===== src/rtl/decode_stage.sv =====
// RV32I decode stage: captures one instruction, decodes fields/immediate, holds it against a
// pending-write scoreboard, reads operands from register_file and hands a bundle to execute.
module decode_stage (
    input  logic        clk,
    input  logic        rst,
    input  logic        in_valid,
    output logic        in_ready,
    input  logic [31:0] in_instr,
    input  logic [31:0] in_pc,
    input  logic        flush,
    output logic [4:0]  reg_num_1,
    output logic [4:0]  reg_num_2,
    input  logic [31:0] reg_1,
    input  logic [31:0] reg_2,
    input  logic        wb_valid,
    input  logic [4:0]  wb_rd,
    output logic        out_valid,
    input  logic        out_ready,
    output logic [31:0] out_pc,
    output logic [6:0]  out_opcode,
    output logic [2:0]  out_funct3,
    output logic        out_funct7b5,
    output logic [4:0]  out_rd,
    output logic        out_we,
    output logic [31:0] out_imm,
    output logic [31:0] out_op1,
    output logic [31:0] out_op2,
    output logic        out_illegal
);

    typedef enum logic [1:0] {StIdle, StCheck, StRead, StValid} state_e;

    localparam logic [6:0] OpLui    = 7'b0110111;
    localparam logic [6:0] OpAuipc  = 7'b0010111;
    localparam logic [6:0] OpJal    = 7'b1101111;
    localparam logic [6:0] OpJalr   = 7'b1100111;
    localparam logic [6:0] OpBranch = 7'b1100011;
    localparam logic [6:0] OpLoad   = 7'b0000011;
    localparam logic [6:0] OpStore  = 7'b0100011;
    localparam logic [6:0] OpImm    = 7'b0010011;
    localparam logic [6:0] OpOp     = 7'b0110011;

    state_e      state_q, state_d;
    logic [31:0] pc_q, imm_q, op1_q, op2_q;
    logic [31:0] busy_q, busy_d;
    logic [6:0]  opcode_q;
    logic [4:0]  rd_q, rs1_q, rs2_q;
    logic [2:0]  funct3_q;
    logic        funct7b5_q, we_q, illegal_q, use1_q, use2_q;

    logic [31:0] imm_i, imm_s, imm_b, imm_u, imm_j;
    logic [31:0] dec_imm;
    logic        dec_we, dec_illegal, dec_use1, dec_use2;
    logic        capture, sample, handshake, hazard;

    assign imm_i = {{21{in_instr[31]}}, in_instr[30:20]};
    assign imm_s = {{21{in_instr[31]}}, in_instr[30:25], in_instr[11:7]};
    assign imm_b = {{20{in_instr[31]}}, in_instr[7], in_instr[30:25], in_instr[11:8], 1'b0};
    assign imm_u = {in_instr[31:12], 12'b0};
    assign imm_j = {{12{in_instr[31]}}, in_instr[19:12], in_instr[20], in_instr[30:21], 1'b0};

    always_comb begin
        dec_imm     = '0;
        dec_we      = 1'b0;
        dec_illegal = 1'b0;
        dec_use1    = 1'b0;
        dec_use2    = 1'b0;
        case (in_instr[6:0])
            OpLui, OpAuipc: begin
                dec_imm = imm_u;
                dec_we  = 1'b1;
            end
            OpJal: begin
                dec_imm = imm_j;
                dec_we  = 1'b1;
            end
            OpJalr, OpLoad, OpImm: begin
                dec_imm  = imm_i;
                dec_we   = 1'b1;
                dec_use1 = 1'b1;
            end
            OpBranch: begin
                dec_imm  = imm_b;
                dec_use1 = 1'b1;
                dec_use2 = 1'b1;
            end
            OpStore: begin
                dec_imm  = imm_s;
                dec_use1 = 1'b1;
                dec_use2 = 1'b1;
            end
            OpOp: begin
                dec_we   = 1'b1;
                dec_use1 = 1'b1;
                dec_use2 = 1'b1;
            end
            default: dec_illegal = 1'b1;
        endcase
        if (in_instr[11:7] == 5'd0) begin
            dec_we = 1'b0;
        end
    end

    // Registered busy only: a writeback clear is seen by CHECK one cycle later.
    assign hazard    = (use1_q && busy_q[rs1_q]) || (use2_q && busy_q[rs2_q]);
    assign handshake = (state_q == StValid) && out_ready && !flush;

    always_comb begin
        state_d = state_q;
        capture = 1'b0;
        sample  = 1'b0;
        unique case (state_q)
            StIdle: begin
                if (in_valid && !flush) begin
                    state_d = StCheck;
                    capture = 1'b1;
                end
            end
            StCheck: begin
                if (!hazard) begin
                    state_d = StRead;
                end
            end
            StRead: begin
                state_d = StValid;
                sample  = 1'b1;
            end
            StValid: begin
                if (out_ready) begin
                    state_d = StIdle;
                end
            end
            default: state_d = StIdle;
        endcase
        if (flush) begin
            state_d = StIdle;
        end
    end

    // Set wins over a same-cycle writeback clear; flush never touches busy.
    always_comb begin
        busy_d = busy_q;
        if (wb_valid) begin
            busy_d[wb_rd] = 1'b0;
        end
        if (handshake && we_q) begin
            busy_d[rd_q] = 1'b1;
        end
        busy_d[0] = 1'b0;
    end

    always_ff @(posedge clk or posedge rst) begin
        if (rst) begin
            state_q <= StIdle;
            busy_q  <= '0;
        end else begin
            state_q <= state_d;
            busy_q  <= busy_d;
        end
    end

    always_ff @(posedge clk or posedge rst) begin
        if (rst) begin
            pc_q       <= '0;
            imm_q      <= '0;
            opcode_q   <= '0;
            rd_q       <= '0;
            rs1_q      <= '0;
            rs2_q      <= '0;
            funct3_q   <= '0;
            funct7b5_q <= 1'b0;
            we_q       <= 1'b0;
            illegal_q  <= 1'b0;
            use1_q     <= 1'b0;
            use2_q     <= 1'b0;
        end else if (capture) begin
            pc_q       <= in_pc;
            imm_q      <= dec_imm;
            opcode_q   <= in_instr[6:0];
            rd_q       <= in_instr[11:7];
            rs1_q      <= in_instr[19:15];
            rs2_q      <= in_instr[24:20];
            funct3_q   <= in_instr[14:12];
            funct7b5_q <= in_instr[30];
            we_q       <= dec_we;
            illegal_q  <= dec_illegal;
            use1_q     <= dec_use1;
            use2_q     <= dec_use2;
        end
    end

    always_ff @(posedge clk or posedge rst) begin
        if (rst) begin
            op1_q <= '0;
            op2_q <= '0;
        end else if (sample) begin
            op1_q <= (rs1_q == 5'd0) ? 32'd0 : reg_1;
            op2_q <= (rs2_q == 5'd0) ? 32'd0 : reg_2;
        end
    end

    assign in_ready     = (state_q == StIdle) && !flush;
    assign out_valid    = (state_q == StValid);
    assign reg_num_1    = rs1_q;
    assign reg_num_2    = rs2_q;
    assign out_pc       = pc_q;
    assign out_opcode   = opcode_q;
    assign out_funct3   = funct3_q;
    assign out_funct7b5 = funct7b5_q;
    assign out_rd       = rd_q;
    assign out_we       = we_q;
    assign out_imm      = imm_q;
    assign out_op1      = op1_q;
    assign out_op2      = op2_q;
    assign out_illegal  = illegal_q;

endmodule


===== config.mk =====
export PLATFORM = sky130hd
export DESIGN_NAME = decode_stage
export DESIGN_NICKNAME = d
export VERILOG_FILES = /design/src/rtl/decode_stage.sv
export SDC_FILE = /design/constraint.sdc
export NUM_CORES = 1
export LEC_CHECK = 0
export ABC_AREA = 0
export CAP_MARGIN = 20
export CORE_MARGIN = 2
export CORE_UTILIZATION = 45
export DETAILED_ROUTE_END_ITERATION = 8
export PLACE_DENSITY = 0.8
export SETUP_SLACK_MARGIN = 0.02
export SYNTH_ARGS = -nofsm -noshare
export SYNTH_HDL_FRONTEND = slang
export SYNTH_SLANG_ARGS = --single-unit

===== constraint.sdc =====
create_clock -name clk -period 8.4 [get_ports clk]
set_clock_uncertainty 0.1 [all_clocks]
set_input_delay 1.26 -clock clk [delete_from_list [all_inputs] [get_ports clk]]
set_output_delay 1.26 -clock clk [all_outputs]
set_load 0.02 [all_outputs]

== Yosys cells after proc, flatten, opt, wreduce, memory -nomap -nowiden ==
Index checks and enable logic that the tools add are counted.

* Register bits after elaboration: 191
* Bits in latches: 0
* Bits in writable memories: 0
* Memory bits (read-only): 0
* Input port bits: 139
* Output and inout bits: 158
* Word-level logic and storage cells: 88
* Memories kept: 0

* $add $sub $neg: 0
* Multipliers: 0
* Div/mod/pow operators: 0
* $lt $le $gt $ge: 6
* Equality and inequality tests: 15
* Shifts and indexed selects: 0
* Multiplexer cells: 26
* Bitwise operators: 3
* Reductions and logical operators: 22

{| class="wikitable"
|+ Operators by type and width
! operator !! number
|-
| 32-bit case mux with 5 select lines || 1
|-
| 32-bit 2-to-1 mux || 4
|-
| 32-bit bitwise AND || 1
|-
| 32-bit NOT || 1
|-
| 32-bit bitwise OR || 1
|-
| 5-bit by 6-bit less-than comparator with 1-bit output, second input constant || 4
|-
| 7-bit by 6-bit equality test with 1-bit output, second input constant || 3
|-
| 7-bit equality test, second input constant || 3
|-
| 5-bit logical NOT || 3
|-
| 7-bit by 5-bit equality test with 1-bit output, second input constant || 2
|-
| 1-bit 2-to-1 mux || 12
|-
| 1-bit binary-select mux with 5-bit select || 2
|-
| 1-bit demux with 5-bit select || 2
|-
| 5-bit by 1-bit >= comparator with 1-bit output, second input constant || 2
|-
| 1-bit logical AND || 9
|-
| 9-bit OR reduction || 1
|-
| 2-bit 2-to-1 mux || 4
|-
| 2-bit case mux with 4 select lines || 1
|-
| 7-bit by 2-bit equality test with 1-bit output, second input constant || 1
|-
| 7-bit OR reduction || 1
|-
| 3-bit != test, second input constant || 2
|-
| 3-bit OR reduction || 2
|-
| 6-bit OR reduction || 1
|-
| 2-bit equality test, second input constant || 2
|-
| other kinds (7) || 7
|}

== Longest topological paths before layout ==
Gate-level depths: netlist of run 1.

* Depth after elaboration: 9
* Depth in mapped cells: 10
* Depth with buffers taken out: 8

== Worst setup path before layout of run 1 ==
Ideal clock, no wire load.

* Kind: input-to-output
* From: input port flush
* To: output port in_ready
* Data arrival time: 1601 ps
* Slack: 5439 ps
* Stages: 1
* Path buffers: 0
* Path through: nor2_1

* Longest elaborated chain between the ends: 2

{| class="wikitable"
|+ RTL lines
! element !! RTL line !! RTL
|-
| from (decl) || 10 || <nowiki>input logic flush,</nowiki>
|-
| 1-bit logical NOT || 202 || <nowiki>assign in_ready = (state_q == StIdle) && !flush;</nowiki>
|-
| 1-bit logical AND || 202 ||
|-
| to (decl) || 7 || <nowiki>output logic in_ready,</nowiki>
|}

No other way between the ends.

== Final worst setup path of run 1 ==
Ends and elaborated chain as after synthesis.

==> impl_metrics.csv, run 1 <==
group,metric,value,unit
run_status,status,"finished, final reports clean",
synthesis,yosysUniqueCellTypes,47,
synthesis,ys_seq_area_share,57.2,%
floorplanning,fp.dieW,140,microns
cells_and_area,antenna_cells,0,
synthesis,synth_edf_count,0,
clocking,post-cts-setup-buffers,0,
hold_path,hp-start,"out_pc[19]",
hold_path,min_path_type,"register to register",
synthesis,ys_async_sr_fraction,100,%
timing,slew_headroom,31.6,%
clocking,cts.repair.resized,0,
critical_path,cp.arrival,2.75,ns
clocking,hold_buffers,0,
power,leakagePower,5.42,nW
global_route,antenna_found_initial,0,
cells_and_area,final_layout_size_suffix_gt1_share,4.98,%
clocking,clock-root-buffer,"clkbuf_16",
global_route,grt_use_total,25.7,%
critical_path,cp-end-kind,"output pin",
floorplanning,die_area,19700,sq um
routing,antenna_left,0,
critical_path,cp-start-kind,"primary input",
floorplanning,initial_core_util,46.2,%
timing,layout_setup_ws,4.29,ns
critical_path,worst-path-max-fanout,6,
synthesis,syn-cell-area,8360,sq um
clocking,clock_sinks,191,
clocking,cts_htree_levels,4,
global_route,grt_pass1_vias,7616,
clocking,cts_tree,"done",
hold_path,worstHoldEndpoint,"out_pc[19]",
timing,hold_viol,0,
floorplanning,coreArea,18100,sq um
global_route,grt_max_degree,128,
floorplanning,die_y,140,microns
floorplanning,ios,297,
placed_design,io_buffers,296,
synthesis,synth-seq-cells,191,
critical_path,regToRegSetupSlack,5.60,ns
power,p_per_area,331,nW/um^2
synthesis,syn_inst,919,
hold_path,worstHoldPathCells,2,
flow_run,cap_violations,0,
critical_path,r2r_end,"out_imm[11]",
routing,vias,7666,
routing,viasPerCell,5.34,
clocking,cts.clk_slew.worst_paths,0.07,ns
cells_and_area,final_nets,1337,
routing,drc_errors,0,
routing,wl,25000,microns
placed_design,place.gp.congestion,0.905,
cells_and_area,synthToLayoutAreaGrowth,44.9,%
critical_path,r2r-start,"state_q[0]",
clocking,clk_path_buf_depth,2,
routing,wl_per_cell,17.4,microns
critical_path,worst_r2r_path_depth,7,
critical_path,critPathKind,"primary input to output pin",
timing,fmax,243,MHz
clocking,cts_made_buffers,17,
global_route,grt_pass1_wl,40000,microns
clocking,worstSkewPairLatency,0.43,ns
timing,slew_violations,0,
power,vdd_drop_max,0.000182,V
synthesis,ys_warn_count,0,
timing,rsz0062_at_grt,"false",
timing,finalSetupViolCount,0,
routing,first_pass_iters,5,
placed_design,place_ws,4.29,ns
synthesis,synth_nets,1062,
timing,worst_slew_pin_slew,1.02,ns
floorplanning,row_count,49,
synthesis,syn_area_per_cell,9.10,sq um
global_route,grt_overflow,0,
routing,drt-initial-drc-count,440,
placed_design,dp_hpwl,17500,microns
critical_path,required,7.04,ns
timing,finalCriticalPeriod,4.11,ns
timing,fin_crit_sh,48.9,%
timing,setup_tns,0,ns
synthesis,ys.flop_type,"dfrtp_1",
[cell usage after synthesis (4+ instances only)]
cell type	n	area share, %
or3b_2	5	0.52
o21ai_0	157	9.4
nor2b_1	8	0.60
nand3b_1	10	0.90
nor3_1	5	0.30
nand3_1	35	2.1
ha_1	4	0.60
mux2i_1	12	1.4
inv_1	75	3.4
a21oi_1	10	0.60
nand2_1	289	13
clkbuf_1	40	1.8
mux2_2	4	0.54
nor2_1	15	0.67
dfrtp_1	191	57
a22oi_1	7	0.63
mux4_2	6	1.6
[per-layer routing]
layer	share of wire, %	wire (microns)	vias to the layer above	global-route usage [%]
met3	9.7	2430	45	8.03
met4	2.7	672	0	9.94
met1	39	9690	3680	31.4
li1	-	-	3581	-
met5	0	0	-	0
met2	49	12200	360	43.1
[metrics by stage]
step / std cells / utilization [%] / cell area, sq um / hold WS [ns] / total power, mW
final: 1435 / 67.0 / 12100 / 0.373 / 4.00
after global routing: 1435 / 67.0 / 12100 / 0.394 / 4.23
after CTS: 1435 / 67.0 / 12100 / 0.379 / 4.03
after detailed placement: 1404 / 63.6 / 11500 / 0.361 / 3.18
after global placement: 1404 / 63.6 / 11500 / 0.357 / 3.14
after floorplan: 919 / - / 8360 / 0.348 / 2.31
[how the worst max path moves through the flow]
stage	depth (start not counted)	slack (ns)	startpoint	to
final	3	4.29	flush	in_ready
after global placement	3	4.30	flush	in_ready
after floorplan	1	1.84	rst	busy_q[10]
after global routing	3	4.23	flush	in_ready
after detailed placement	3	4.29	flush	in_ready
after CTS	3	4.29	flush	in_ready
[logic make-up (layout without fill, tap and decap cells)]
kind of cell             count (synthesis)  after routing  share of synthesized area (%)
AO/OA/AOI/OAI                          197            197                           12.9
adder cells (fa/ha/maj)                  4              4                          0.599
buffers and inverters                  121            408                           5.49
AND/OR/NAND/NOR                        381            381                           19.3
multiplexers                            25             25                           4.53
flip-flops                             191            191                           57.2
[power breakdown]
part	leakage, nW	switching (mW)	internal (mW)	total (mW)
combinational	2.66	0.915	0.763	1.68
sequential	2.47	0.261	1.22	1.48
clock	0.292	0.372	0.476	0.848
[sequential cells by signal (all words and copies together), names as in the netlist, 2 cells and up]
register	flops
reg_num_2	5
out_imm	32
out_pc	32
out_opcode	7
out_funct3	3
state_q	2
reg_num_1	5
out_rd	5
busy_q	31
out_op2	32
out_op1	32
[critical path: stages]
cell	delay (ns)
clkdlybuf4s50_1	0.53
nor2_1	0.30
clkdlybuf4s50_1	0.66
[cell type report]
type,count,area (sq um)
tap,229,287
inverter,75,289
clock inverter,13,180
sequential,191,4780
multi-input combinational,607,3140
clock buffer,18,429
fill,1478,5970
timing repair buffer,302,3010
[cells in the final DEF (no fill, tap or decap), types with 3 or more instances in the layout]
cell type	n
mux4_2	6
nand3_1	35
clkdlybuf4s50_1	296
buf_4	6
o21ai_0	157
inv_8	3
nor2b_1	8
dfrtp_1	191
nor3_1	5
a21oi_1	10
clkbuf_16	17
inv_1	74
o31ai_1	3
nand2_1	288
or3b_2	5
nor2_1	15
ha_1	3
a22oi_1	7
nand3b_1	10
bufinv_16	3
mux2_2	4
inv_6	4
mux2i_1	12
mux4_1	3
Power figures use the tool's default switching activity.
==> inputs of run 2 (changes only) <==
==> constraint.sdc (replaced) <==
create_clock -name clk -period 4.2 [get_ports clk]
set_clock_uncertainty 0.1 [all_clocks]
set_input_delay 0.63 -clock clk [delete_from_list [all_inputs] [get_ports clk]]
set_output_delay 0.63 -clock clk [all_outputs]
set_load 0.02 [all_outputs]
==> run 2 against run 1 <==
  * Die area did not move
  * Total power rose by 99%
  * Cell count barely moved
  * Critical path type is now register to output pin
  * Critical endpoint unchanged
==> impl_metrics.csv, run 2 (synthesis results as in run 1) <==
group,metric,value,unit
critical_path,cp-end-kind,"output pin",
power,vdd_drop_max,0.000327,V
global_route,met1_usage,32.1,%
global_route,grt_pass1_wl,40600,microns
clocking,clk_path_buf_depth,2,
routing,antenna_left,0,
placed_design,io_buffers,296,
clocking,cts.repair.resized,0,
cells_and_area,final_layout_size_suffix_gt1_share,5.05,%
power,seq_power_share,37.0,%
cells_and_area,finalNonFillerCells,1436,
clocking,cts_tree,"done",
power,p_per_area,660,nW/um^2
critical_path,cp.arrival,2.13,ns
power,clkPwrFrac,20.9,%
timing,slew_headroom,30.3,%
critical_path,cp-start-kind,"register",
critical_path,cpLargestDelayFamily,"buffers and inverters",
critical_path,required,3.47,ns
global_route,use_met3,8.41,%
routing,drt-initial-drc-count,504,
clocking,cts.clk_slew.worst_paths,0.07,ns
cells_and_area,finalCoreUtilization,67.0,%
global_route,met2_usage,43.2,%
cells_and_area,synthToLayoutAreaGrowth,44.9,%
clocking,clock_sinks,191,
hold_path,min_path_type,"register to register",
cells_and_area,final_nets,1337,
global_route,grt_pass1_vias,7553,
cells_and_area,final_cell_mix,"clkdlybuf4s50_1, nand2_1, dfrtp_1, o21ai_0, inv_1",
floorplanning,row_count,49,
global_route,grt_use_total,26.2,%
placed_design,place.gp.congestion,0.895,
routing,first_pass_iters,5,
global_route,grt_max_degree,192,
critical_path,cpPeakStageDelay,0.70,ns
clocking,cts_htree_levels,4,
timing,setup_tns,0,ns
floorplanning,die_area,19700,sq um
flow_run,cap_violations,0,
critical_path,worst-path-max-fanout,4,
timing,finalSetupViolCount,0,
power,internal_power,4.86,mW
power,swShare,39.1,%
power,leakagePower,5.42,nW
clocking,hold_buffers,0,
critical_path,critPathKind,"register to output pin",
timing,fin_crit_sh,68.0,%
cells_and_area,final_area,12100,sq um
timing,rsz0062_at_grt,"false",
critical_path,cp_cell_sequence,"inv_1 > ha_1 > inv_1 > nor2_1 > clkdlybuf4s50_1",
timing,hold_viol,0,
floorplanning,die_y,140,microns
placed_design,dp_hpwl,17800,microns
placed_design,dp.cells,1404,
floorplanning,initial_core_util,46.2,%
timing,fmax,350,MHz
run_status,status,"finished, final reports clean",
clocking,cts_made_buffers,17,
floorplanning,ios,297,
clocking,clock-root-buffer,"clkbuf_16",
floorplanning,coreArea,18100,sq um
critical_path,crit_slowest_cell,"clkdlybuf4s50_1",
cells_and_area,fillers,1488,
clocking,post-cts-setup-buffers,0,
power,p_switching,3.12,mW
timing,slew_violations,0,
routing,viasPerCell,5.25,
critical_path,cp_common_cell,"inv_1",
routing,drc_errors,0,
routing,wl_per_cell,17.8,microns
power,comb_power_share,42.1,%
floorplanning,fp.dieW,140,microns
clocking,worstSkewPairLatency,0.43,ns
global_route,busiest_layer,"met2",
cells_and_area,final_common_cell,"clkdlybuf4s50_1",
timing,hold_slack,0.375,ns
timing,finalCriticalPeriod,2.86,ns
critical_path,crit_buf_inv,3,
cells_and_area,antenna_cells,0,
global_route,antenna_found_initial,0,
routing,wl,25500,microns
placed_design,dpl_cell_area,11500,sq um
timing,worst_slew_pin_slew,1.05,ns
global_route,grt_overflow,0,
routing,vias,7537,
-- run 2: changes by cell type in the layout (fill, tap and decap cells not counted) --
cell       previous run  this run
buf_4                 6         5
bufinv_16             3         2
inv_8                 3         4
clkinv_4              2         3
clkinv_2              0         1
buf_12                0         1
inv_6                 4         3
-- run 2: worst register-to-register path, stage by stage, from the launching register on --
cell,delay [ns]
dfrtp_1,0.79
mux4_1,0.65
mux2_2,0.28
and3_4,0.18
o2111ai_2,0.24
nand3_1,0.15
o2bb2ai_1,0.15
-- run 2: final timing paths --
check	startpoint	endpoint	slack, ns	cells after the start
max	state_q[0]	in_ready	1.34	5
min	out_pc[30]	out_pc[30]	0.38	2
max reg2reg	reg_num_1[0]	state_q[0]	1.54	6
min reg2reg	out_pc[30]	out_pc[30]	0.38	2
max in group asynchronous	rst	busy_q[2]	2.51	3
min in group asynchronous	rst	out_op2[18]	0.70	3
-- run 2: layout make-up --
type                            count  area, sq um  area share, %
Clock inverter                     14          170           1.40
Clock buffer                       18          429           3.54
Inverter                           75          285           2.36
Sequential cell                   191         4780           39.5
Multi-Input combinational cell    607         3140           25.9
Timing Repair Buffer              302         3020           24.9
Tap cell                          229          287           2.37
-- run 2: metal layers --
| layer | wire length (microns) | part of all wire [%] | vias to the layer above |
|---|---|---|---|
| met5 | 0 | 0 | - |
| met4 | 783 | 3.1 | 0 |
| met3 | 2700 | 11 | 64 |
| met2 | 12100 | 47 | 374 |
| met1 | 9980 | 39 | 3530 |
| li1 | - | - | 3569 |
-- run 2: metrics by stage --
stage | power [mW] | worst slack, ns
floorplan | 4.62 | 1.01
global placement | 6.28 | 1.13
detailed placement | 6.37 | 1.02
CTS | 8.04 | 1.31
global route | 8.46 | 1.18
finish | 7.99 | 1.34
-- run 2: power by group through the flow --
stage	Sequential, mW	Clock (mW)	Combinational [mW]
after detailed placement	2.98	0	3.39
after global routing	3.03	1.76	3.66
after CTS	2.95	1.69	3.40
after floorplan	3.51	0	1.11
final	2.96	1.67	3.37
after global placement	2.96	0	3.33
==> inputs of run 3 (changes only) <==
--- a/config.mk
+++ b/config.mk
@@ -8,9 +8,9 @@
 export ABC_AREA = 0
 export CAP_MARGIN = 20
 export CORE_MARGIN = 2
-export CORE_UTILIZATION = 45
+export CORE_UTILIZATION = 41
 export DETAILED_ROUTE_END_ITERATION = 8
-export PLACE_DENSITY = 0.8
+export PLACE_DENSITY = 0.77
 export SETUP_SLACK_MARGIN = 0.02
 export SYNTH_ARGS = -nofsm -noshare
 export SYNTH_HDL_FRONTEND = slang
==> constraint.sdc (replaced) <==
create_clock -name clk -period 2.45 [get_ports clk]
set_clock_uncertainty 0.1 [all_clocks]
set_input_delay 0.3675 -clock clk [delete_from_list [all_inputs] [get_ports clk]]
set_output_delay 0.3675 -clock clk [all_outputs]
set_load 0.02 [all_outputs]
==> run 3 against run 2 <==
  * Combinational power is 79% higher
  * Clock power rose by 71%
  * Register-to-register slack worse by 1.4 ns
  * Cell area rose by 2.6%
  * Cell count grew 4.7%
  * Sequential power is 68% higher
  * First-iteration DRC count shrank 9.7%
  * Routed wire length up 0.77%
  * Critical endpoint is now reg_num_1[1]
  * Largest power group unchanged
==> impl_metrics.csv, run 3 (synthesis results as in run 1) <==
group,metric,value,unit
cells_and_area,multi_input_comb_area,3140,sq um
timing,finalSetupViolCount,0,
timing,fmax,433,MHz
critical_path,worst_r2r_path_depth,6,
clocking,cts_made_buffers,17,
routing,drc_errors,0,
routing,wl_per_cell,17.1,microns
global_route,antenna_found_initial,1,
power,p_per_area,1120,nW/um^2
timing,fin_crit_sh,94.3,%
cells_and_area,final_nets,1363,
cells_and_area,synthToLayoutAreaGrowth,48.6,%
critical_path,cp.arrival,1.84,ns
critical_path,cp-end-kind,"output pin",
timing,worst_slew_pin_slew,0.551,ns
placed_design,dp_hpwl,18800,microns
floorplanning,ios,297,
timing,slew_headroom,63.2,%
placed_design,io_buffers,296,
clocking,cts.clk_slew.worst_paths,0.07,ns
timing,rsz0062_at_grt,"false",
cells_and_area,register_area,4780,sq um
critical_path,r2r_end,"state_q[1]",
cells_and_area,fillers,1702,
clocking,clock_sinks,191,
cells_and_area,finalCoreUtilization,61.8,%
placed_design,dpl_cell_area,11800,sq um
routing,viasPerCell,5.12,
cells_and_area,final_common_cell,"clkdlybuf4s50_1",
global_route,grt_pass1_wl,40700,microns
placed_design,place.gp.congestion,0.923,
clocking,worstSkewPairLatency,0.42,ns
critical_path,regToRegSetupSlack,0.17,ns
cells_and_area,final_area,12400,sq um
floorplanning,row_count,52,
global_route,grt_overflow,0,
routing,vias,7700,
clocking,clk_path_buf_depth,2,
routing,first_pass_iters,5,
power,leakagePower,5.57,nW
routing,wl,25700,microns
clocking,cts_tree,"done",
flow_run,cap_violations,0,
floorplanning,coreArea,20100,sq um
critical_path,worst-path-max-fanout,8,
floorplanning,die_y,147,microns
clocking,hold_buffers,0,
timing,finalCriticalPeriod,2.31,ns
floorplanning,initial_core_util,41.6,%
clocking,clock-root-buffer,"clkbuf_16",
routing,antenna_left,0,
timing,hold_viol,0,
routing,drt-initial-drc-count,455,
critical_path,required,1.98,ns
timing,slew_violations,0,
critical_path,r2r-start,"reg_num_1[0]",
floorplanning,die_area,21600,sq um
critical_path,critPathKind,"register to output pin",
hold_path,min_path_type,"primary input to asynchronous set/reset pin",
global_route,grt_use_total,23.8,%
global_route,grt_max_degree,84,
critical_path,cp-start-kind,"register",
global_route,grt_pass1_vias,7618,
cells_and_area,final_layout_size_suffix_gt1_share,7.22,%
floorplanning,fp.dieW,147,microns
clocking,cts_htree_levels,4,
run_status,status,"finished, final reports clean",
cells_and_area,final_cell_mix,"clkdlybuf4s50_1, nand2_1, dfrtp_1, o21ai_0, inv_1",
power,vdd_drop_max,0.000555,V
[run 3: routing by layer]
metal / part of all wire [%] / track usage (%) / vias to the layer above
li1: - / - / 3633
met1: 40 / 29.7 / 3667
met2: 48 / 39.6 / 361
met3: 9.5 / 7.58 / 39
met4: 2.3 / 7.77 / 0
met5: 0 / 0 / -
[run 3: area by class of cell]
class	instances	share of cell area, %
tap	270	2.72
sequential	191	38.5
clock inverter	14	1.38
antenna	1	0.0201
clock buffer	18	3.54
multi-input combinational	607	25.3
timing repair buffer	328	26.3
inverter	75	2.30
[run 3: where the power goes]
group          total [mW]  internal (mW)  switching [mW]
Combinational        6.03           2.74            3.30
Sequential           4.97           4.18           0.787
Clock                2.86           1.57            1.29
Total                13.9           8.49            5.37
[run 3: metrics by stage]
stage / worst slack (ns) / setup TNS [ns] / cells / hold slack, ns / power, mW
6_report: 0.141 / 0 / 1504 / 0.196 / 13.9
4_1_cts: 0.133 / 0 / 1503 / 0.193 / 14.0
3_5_place_dp: 0.0783 / 0 / 1471 / 0.362 / 11.1
5_1_grt: 0.0580 / 0 / 1504 / 0.208 / 14.7
2_1_floorplan: -0.480 / -91.67 / 919 / 0.348 / 7.91
3_3_place_gp: 0.183 / 0 / 1471 / 0.357 / 10.9
[run 3: worst max-delay path: stages (launching register included)]
cell             delay [ns]
dfrtp_1                0.57
buf_4                  0.23
clkdlybuf4s50_1        0.61
[run 3: how the worst max path moves through the flow]
stage	start	endpoint	slack, ns	depth (start not counted)
3_5_place_dp	in_instr[5]	out_imm[18]	0.08	8
2_1_floorplan	rst	busy_q[10]	-0.48	1
5_1_grt	state_q[1]	in_ready	0.06	5
3_3_place_gp	in_instr[5]	out_imm[14]	0.18	7
4_1_cts	reg_num_2[1]	reg_num_2[1]	0.13	2
6_report	reg_num_1[1]	reg_num_1[1]	0.14	2
[run 3: repair_timing]
| action | in CTS | in global routing |
|---|---|---|
| setup buffers | 0 | 0 |
| gates resized for setup | 2 | 0 |
| setup endpoints to repair | 2 | 0 |
